--- config.mk ---
export PLATFORM = sky130hd
export DESIGN_NAME = reg_mux_stage
export DESIGN_NICKNAME = d
export VERILOG_FILES = /design/src/rtl/reg_mux_stage.sv
export SDC_FILE = /design/constraint.sdc
export NUM_CORES = 1
export LEC_CHECK = 0
export CORE_UTILIZATION = 49
export DETAILED_ROUTE_END_ITERATION = 10
export PLACE_DENSITY = 0.91
export REMOVE_ABC_BUFFERS = 1
export SETUP_SLACK_MARGIN = 0.2
export SYNTH_ARGS = -nofsm -noshare
export SYNTH_HDL_FRONTEND = slang
export SYNTH_SLANG_ARGS = --single-unit
--- constraint.sdc ---
create_clock -name clk -period 3.27 [get_ports clk]
set_clock_uncertainty 0.1 [all_clocks]
set_input_delay 0.327 -clock clk [delete_from_list [all_inputs] [get_ports clk]]
set_output_delay 0.327 -clock clk [all_outputs]
set_load 0.02 [all_outputs]
--- src/rtl/reg_mux_stage.sv ---
// Registered N:1 word selector with a two-entry head/skid buffer and a
// wrapping count of completed output transfers.
module reg_mux_stage #(
  parameter int unsigned WIDTH  = 32,
  parameter int unsigned NUM_IN = 4,
  localparam int unsigned SEL_W = (NUM_IN > 2) ? $clog2(NUM_IN) : 1
) (
  input  logic                    clk,
  input  logic                    rst_n,
  input  logic [NUM_IN*WIDTH-1:0] in_data,
  input  logic [SEL_W-1:0]        in_sel,
  input  logic                    in_valid,
  output logic                    in_ready,
  input  logic                    flush,
  output logic [WIDTH-1:0]        out_data,
  output logic                    out_err,
  output logic                    out_valid,
  input  logic                    out_ready,
  output logic [15:0]             xfer_cnt
);

  typedef enum logic [1:0] {StEmpty, StOne, StTwo} state_e;

  state_e           state_q, state_d;
  logic [WIDTH-1:0] head_data_q, head_data_d;
  logic [WIDTH-1:0] skid_data_q, skid_data_d;
  logic             head_err_q, head_err_d;
  logic             skid_err_q, skid_err_d;
  logic             in_ready_q, in_ready_d;
  logic [15:0]      xfer_cnt_q, xfer_cnt_d;
  logic [WIDTH-1:0] cap_data;
  logic             cap_err;
  logic             accept, xfer;

  // An out-of-range select matches no input and leaves the error entry.
  always_comb begin
    cap_data = '0;
    cap_err  = 1'b1;
    for (int unsigned k = 0; k < NUM_IN; k++) begin
      if (32'(in_sel) == k) begin
        cap_data = in_data[k*WIDTH +: WIDTH];
        cap_err  = 1'b0;
      end
    end
  end

  assign out_valid = (state_q != StEmpty);
  assign accept    = in_valid && in_ready_q;
  assign xfer      = out_valid && out_ready;

  always_comb begin
    state_d     = state_q;
    head_data_d = head_data_q;
    head_err_d  = head_err_q;
    skid_data_d = skid_data_q;
    skid_err_d  = skid_err_q;
    xfer_cnt_d  = xfer_cnt_q + {15'd0, xfer};

    unique case (state_q)
      StEmpty: begin
        if (accept) begin
          head_data_d = cap_data;
          head_err_d  = cap_err;
          state_d     = StOne;
        end
      end
      StOne: begin
        if (accept && xfer) begin
          head_data_d = cap_data;
          head_err_d  = cap_err;
        end else if (accept) begin
          skid_data_d = cap_data;
          skid_err_d  = cap_err;
          state_d     = StTwo;
        end else if (xfer) begin
          state_d = StEmpty;
        end
      end
      StTwo: begin
        if (xfer) begin
          head_data_d = skid_data_q;
          head_err_d  = skid_err_q;
          state_d     = StOne;
        end
      end
      default: state_d = StEmpty;
    endcase

    // Flush drops every entry but the transfer it coincides with still counts.
    if (flush) begin
      state_d     = StEmpty;
      head_data_d = head_data_q;
      head_err_d  = head_err_q;
      skid_data_d = skid_data_q;
      skid_err_d  = skid_err_q;
    end

    in_ready_d = (state_d != StTwo);
  end

  always_ff @(posedge clk or negedge rst_n) begin
    if (!rst_n) begin
      state_q     <= StEmpty;
      head_data_q <= '0;
      head_err_q  <= 1'b0;
      skid_data_q <= '0;
      skid_err_q  <= 1'b0;
      in_ready_q  <= 1'b0;
      xfer_cnt_q  <= 16'd0;
    end else begin
      state_q     <= state_d;
      head_data_q <= head_data_d;
      head_err_q  <= head_err_d;
      skid_data_q <= skid_data_d;
      skid_err_q  <= skid_err_d;
      in_ready_q  <= in_ready_d;
      xfer_cnt_q  <= xfer_cnt_d;
    end
  end

  assign in_ready = in_ready_q;
  assign out_data = head_data_q;
  assign out_err  = head_err_q;
  assign xfer_cnt = xfer_cnt_q;

endmodule

; ---- Yosys cells after proc, flatten, opt, wreduce, memory -nomap -nowiden
; Cells that the tools add are included.
[totals]
register_bits = 85
inputBits = 135
out_inout_bits = 51
word_cells = 51
[classes]
n_addsub = 1
eq_ne = 9
n_mux = 23
n_bitwise = 2
n_reduce_logical = 9
[op_table]
columns = operator, count
row1 = 32-bit two-way mux, 7
row2 = 32-bit case mux with 3 select lines, 1
row3 = 16-bit by 1-bit adder with 16-bit output, 1
row4 = 2-bit two-way mux, 6
row5 = "2-bit inequality test, second input constant", 4
row6 = 1-bit two-way mux, 7
row7 = "2-bit == test, second input constant", 3
row8 = 2-bit case mux with 3 select lines, 1
row9 = 5-bit AND reduction, 1
row10 = "2-bit by 1-bit == test with 1-bit output, second input constant", 2
row11 = 2-bit zero test, 2
row12 = 4-bit AND reduction, 1
row13 = 1-bit logical AND, 3
row14 = 1-bit case mux with 3 select lines, 1
row15 = 3-bit nonzero test, 1
row16 = 1-bit NOT, 2
row17 = 2-bit nonzero test, 1

; ---- Depth between registers and ports, before layout
[logic_depth]
word_depth = 8
mapped_depth = 8
ltp_nobuf = 7

; ---- Worst setup path before layout
; Ideal clock, no wire load.
[synth_path]
path_kind = register -> register
from = register state_q[1]
to = register xfer_cnt_q[12], in the netlist xfer_cnt[12]
setup_ns = 0.080
arrival_ns = 1.913
t_required_ns = 3.090
slack_ns = 1.176
path_stages_with_launch = 9
n_path_buf = 1
synth_period_minus_slack_ns = 2.094
cell_sequence = dfrtp_1 or2_2 and2_1 ha_1 ha_1 and3_1 clkbuf_1 nand4_1 xnor2_1
[synth_between]
elab_chain_cells = 3
[synth_rtl]
columns = item, line_no
row1 = start: declaration, 24  ; state_e state_q, state_d;
row2 = start signal: assignment, 103  ; state_q <= StEmpty;
row3 = start signal: assignment, 111  ; state_q <= state_d;
row4 = 2-bit nonzero test, 47  ; assign out_valid = (state_q != StEmpty);
row5 = net out_valid, 17  ; output logic out_valid,
row6 = 1-bit logical AND, 49  ; assign xfer = out_valid && out_ready;
row7 = 16-bit by 1-bit adder with 16-bit output, 57  ; xfer_cnt_d = xfer_cnt_q + {15'd0, xfer};
row8 = net xfer_cnt_d[12], 30  ; logic [15:0] xfer_cnt_q, xfer_cnt_d;
row9 = end signal: assignment, 117  ; xfer_cnt_q <= xfer_cnt_d;
row10 = end: declaration, 30
; The timed path passes the listed nets, and every way through them passes these cells.
; A chain may end at the register's enable or synchronous reset.

; ---- Worst setup path in the final report
[layout_path]
from = register state_q[1]
to = register xfer_cnt_q[12], in the netlist xfer_cnt[12]
[layout_between]
elab_chain_cells = 3
[layout_rtl]
columns = item, line_no
row1 = 2-bit nonzero test, 47
row2 = 1-bit logical AND, 49
row3 = 16-bit by 1-bit adder with 16-bit output, 57
row4 = net xfer_cnt_d[12], 30
; The timed path passes the listed nets, and every way through them passes these cells.

==> flow_summary_export.csv <==
group,metric,value,unit
outcome,status,"finished, final reports clean",
synthesis,synth_flop_cell,"dfrtp_1",
routing,drc,0,
routing,wirelength,13800,µm
sta,fin_crit_sh,0.656,
critical_path,r2r_slack,1.12,ns
sta,setup_violations,0,
sta,post-route-min-period,2.15,ns
clock_tree,path_clk_slew,0.09,ns
grt,grt_usage,0.252,
grt,antenna_found_initial,0,
synthesis,netlist_top_cells_area,"dfrtp_1 40%, mux2_4 6.9%, mux2i_1 6.7%",
routing,wl_per_cell,17.1,µm
routing,initialDrtViolationCount,196,
critical_path,worst_setup_path_start_kind,"flip-flop",
synthesis,avgSynthCellArea,10.5,µm²
synthesis,synth-adder-area-share,0.00476,
clock_tree,ctsHoldBuffers,0,
power,p_per_area,486,nW/µm²
grt,first_global_vias,4773,
synthesis,yosys-top-cells-count,"85 x dfrtp_1, 64 x nor2_1, 38 x nand2_1",
synthesis,ys_seq_elements,85,
die,die_y,106,µm
sta,fmax,466,MHz
critical_path,cp_slowest_cell,"dfrtp_1",
clock_tree,clkSinkCount,85,
worst_hold_path,hold_class,"in2async",
sta,tightest_slew,1.05,ns
final_layout,diodes,0,
die,core,10400,µm²
synthesis,synth_area,5250,µm²
die,rows,37,
synthesis,synth-seq-area-share,0.405,
clock_tree,cts_root_buffer,"clkbuf_8",
sta,relSlewSlack,0.300,
critical_path,cp.required,3.45,ns
routing,drt_first_pass_iters,4,
clock_tree,postCtsSetupRepairBufs,0,
synthesis,synth_simple_gate_area_frac,0.177,
die,die-area,11100,µm²
die,initial_utilization,0.507,
synthesis,yosys_warnings,0,
clock_tree,clkLatencyLatePin,0.35,ns
final_layout,multi_input_area,2840,µm²
synthesis,postSynthCellCount,499,
synthesis,synth_top_family_by_area,"multiplexers",
sta,rsz0062_at_grt,"false",
critical_path,crit_type,"reg2reg",
synthesis,synth_top_area_cell,"dfrtp_1",
synthesis,synth.most_common_cell,"dfrtp_1",
power,power,3.54,mW
routing,vias,4464,
synthesis,synth.mux.area_fraction,0.221,
final_layout,fillCellCount,757,
routing,ant_nets,0,
synthesis,synth_compound_area_frac,0.115,
die,ios,186,
critical_path,crit_chain,"or2_2, and2_1, ha_1, ha_1, and3_1, nand4_1, xnor2_1",
final_layout,register_area,2130,µm²
final_layout,drive_above_1_share,0.145,
synthesis,synthXorXnorAreaFrac,0.0233,
run,timing.max_cap.violations,0,
critical_path,endpoint_kind,"flip-flop",
power,vdd_drop_max,0.273,mV
final_layout,synthToLayoutAreaGrowth,39.0,%
placement,post-dp-hpwl,9770,µm
critical_path,critPathMaxStageDelay,0.48,ns
clock_tree,post_cts_resized,0,
sta,tns,0,ns
synthesis,synth_cell_type_count,40,
clock_tree,h-tree-depth,3,
die,die_w,106,µm
placement,io_buffers,185,
grt,grt_max_degree,86,
synthesis,synth-edff-count,0,
clock_tree,cts_max_path_buffers,2,
sta,slew_viol_final,0,
final_layout,layout.nets,800,
grt,grt_overflow,0,
sta,hold_viol,0,
grt,grt_pass1_wl,22400,µm
power,p_leak,3.15,nW
placement,gp_congestion,0.747,
clock_tree,cts_tree,"yes",
synthesis,yosysTopAreaCellShare,0.405,
critical_path,path_max_fanout,8,
clock_tree,cts-buffers-inserted,9,
critical_path,cpMostUsedCell,"ha_1",
routing,viasPerCell,5.56,
critical_path,critPathArrivalTime,2.32,ns
synthesis,synth-async-reset-ratio,1.00,
[power by group]
| group | leakage [nW] | switching [mW] | internal (mW) |
|---|---|---|---|
| Combinational | 1.96 | 0.549 | 0.625 |
| Clock | 0.125 | 0.363 | 0.544 |
| Sequential | 1.06 | 0.162 | 1.30 |
[flip-flops by register name (all words and copies together) (netlist names)]
register,cells
out_data,32
skid_err_q,1
skid_data_q,32
out_err,1
xfer_cnt,16
in_ready,1
state_q,2
[metal layers]
metal  vias to the layer above  wire length (µm)  global-route usage
met5                         -                 0                   0
met4                         0               296               0.103
met3                        23               832              0.0402
met2                       183              7510               0.484
met1                      2164              5110               0.274
li1                       2094                 -                   -
[layout make-up]
class | instances | share of cell area
clock inverter | 4 | 0.0130
inverter | 2 | 0.00103
sequential | 85 | 0.291
tap | 136 | 0.0233
clock buffer | 11 | 0.0207
multi-input combinational | 373 | 0.389
timing repair buffer | 192 | 0.261
[critical path, delay by kind of cell, from the launching register on]
family | cells | cell delay (ns)
simple gates | 4 | 0.87
flops | 1 | 0.48
xor+xnor | 1 | 0.13
fa+ha+maj | 2 | 0.50
[cells by family (layout without fill, tap and decap cells)]
group | count (synthesis) | count (layout)
AO/OA/AOI/OAI | 99 | 99
adder cells (fa/ha/maj) | 2 | 2
XOR/XNOR | 14 | 14
flip-flops | 85 | 85
buffers and inverters | 41 | 209
multiplexers | 99 | 99
AND/OR/NAND/NOR | 159 | 159
[layout by cell type (no fill, tap or decap), drive strengths merged, types with 2 or more instances in the layout]
master         count
xnor2             12
and3b              2
mux2              64
nor3b             31
and4               3
mux2i             35
dfrtp             85
o21ai             32
a21oi             32
inv                2
nand2             38
ha                 2
nor2              65
buf               10
bufinv             3
a211oi            32
clkbuf            11
xor2               2
and2               2
clkdlybuf4s50    182
nand4              3
nand3              6
and3               3
[stage by stage]
stage	worst slack [ns]	instances	instance area [µm²]	utilization	hold WS [ns]
CTS	1.13	803	7300	0.704	0.101
global placement	0.963	788	7050	0.680	0.362
detailed placement	0.890	788	7050	0.680	0.370
floorplan	0.892	460	4980	-	-0.0686
global route	1.04	803	7300	0.704	0.151
finish	1.12	803	7300	0.704	0.0490
[final timing paths]
kind	from	end	cells past startpoint
worst min-delay path	rst_n	xfer_cnt[12]	1
min in group clk	xfer_cnt[15]	xfer_cnt[15]	1
max in group asynchronous	rst_n	skid_data_q[11]	1
worst max register to register	state_q[1]	xfer_cnt[12]	7
worst max-delay path	state_q[1]	xfer_cnt[12]	7
worst min register to register	xfer_cnt[15]	xfer_cnt[15]	1
Power figures use the tool's default switching activity.
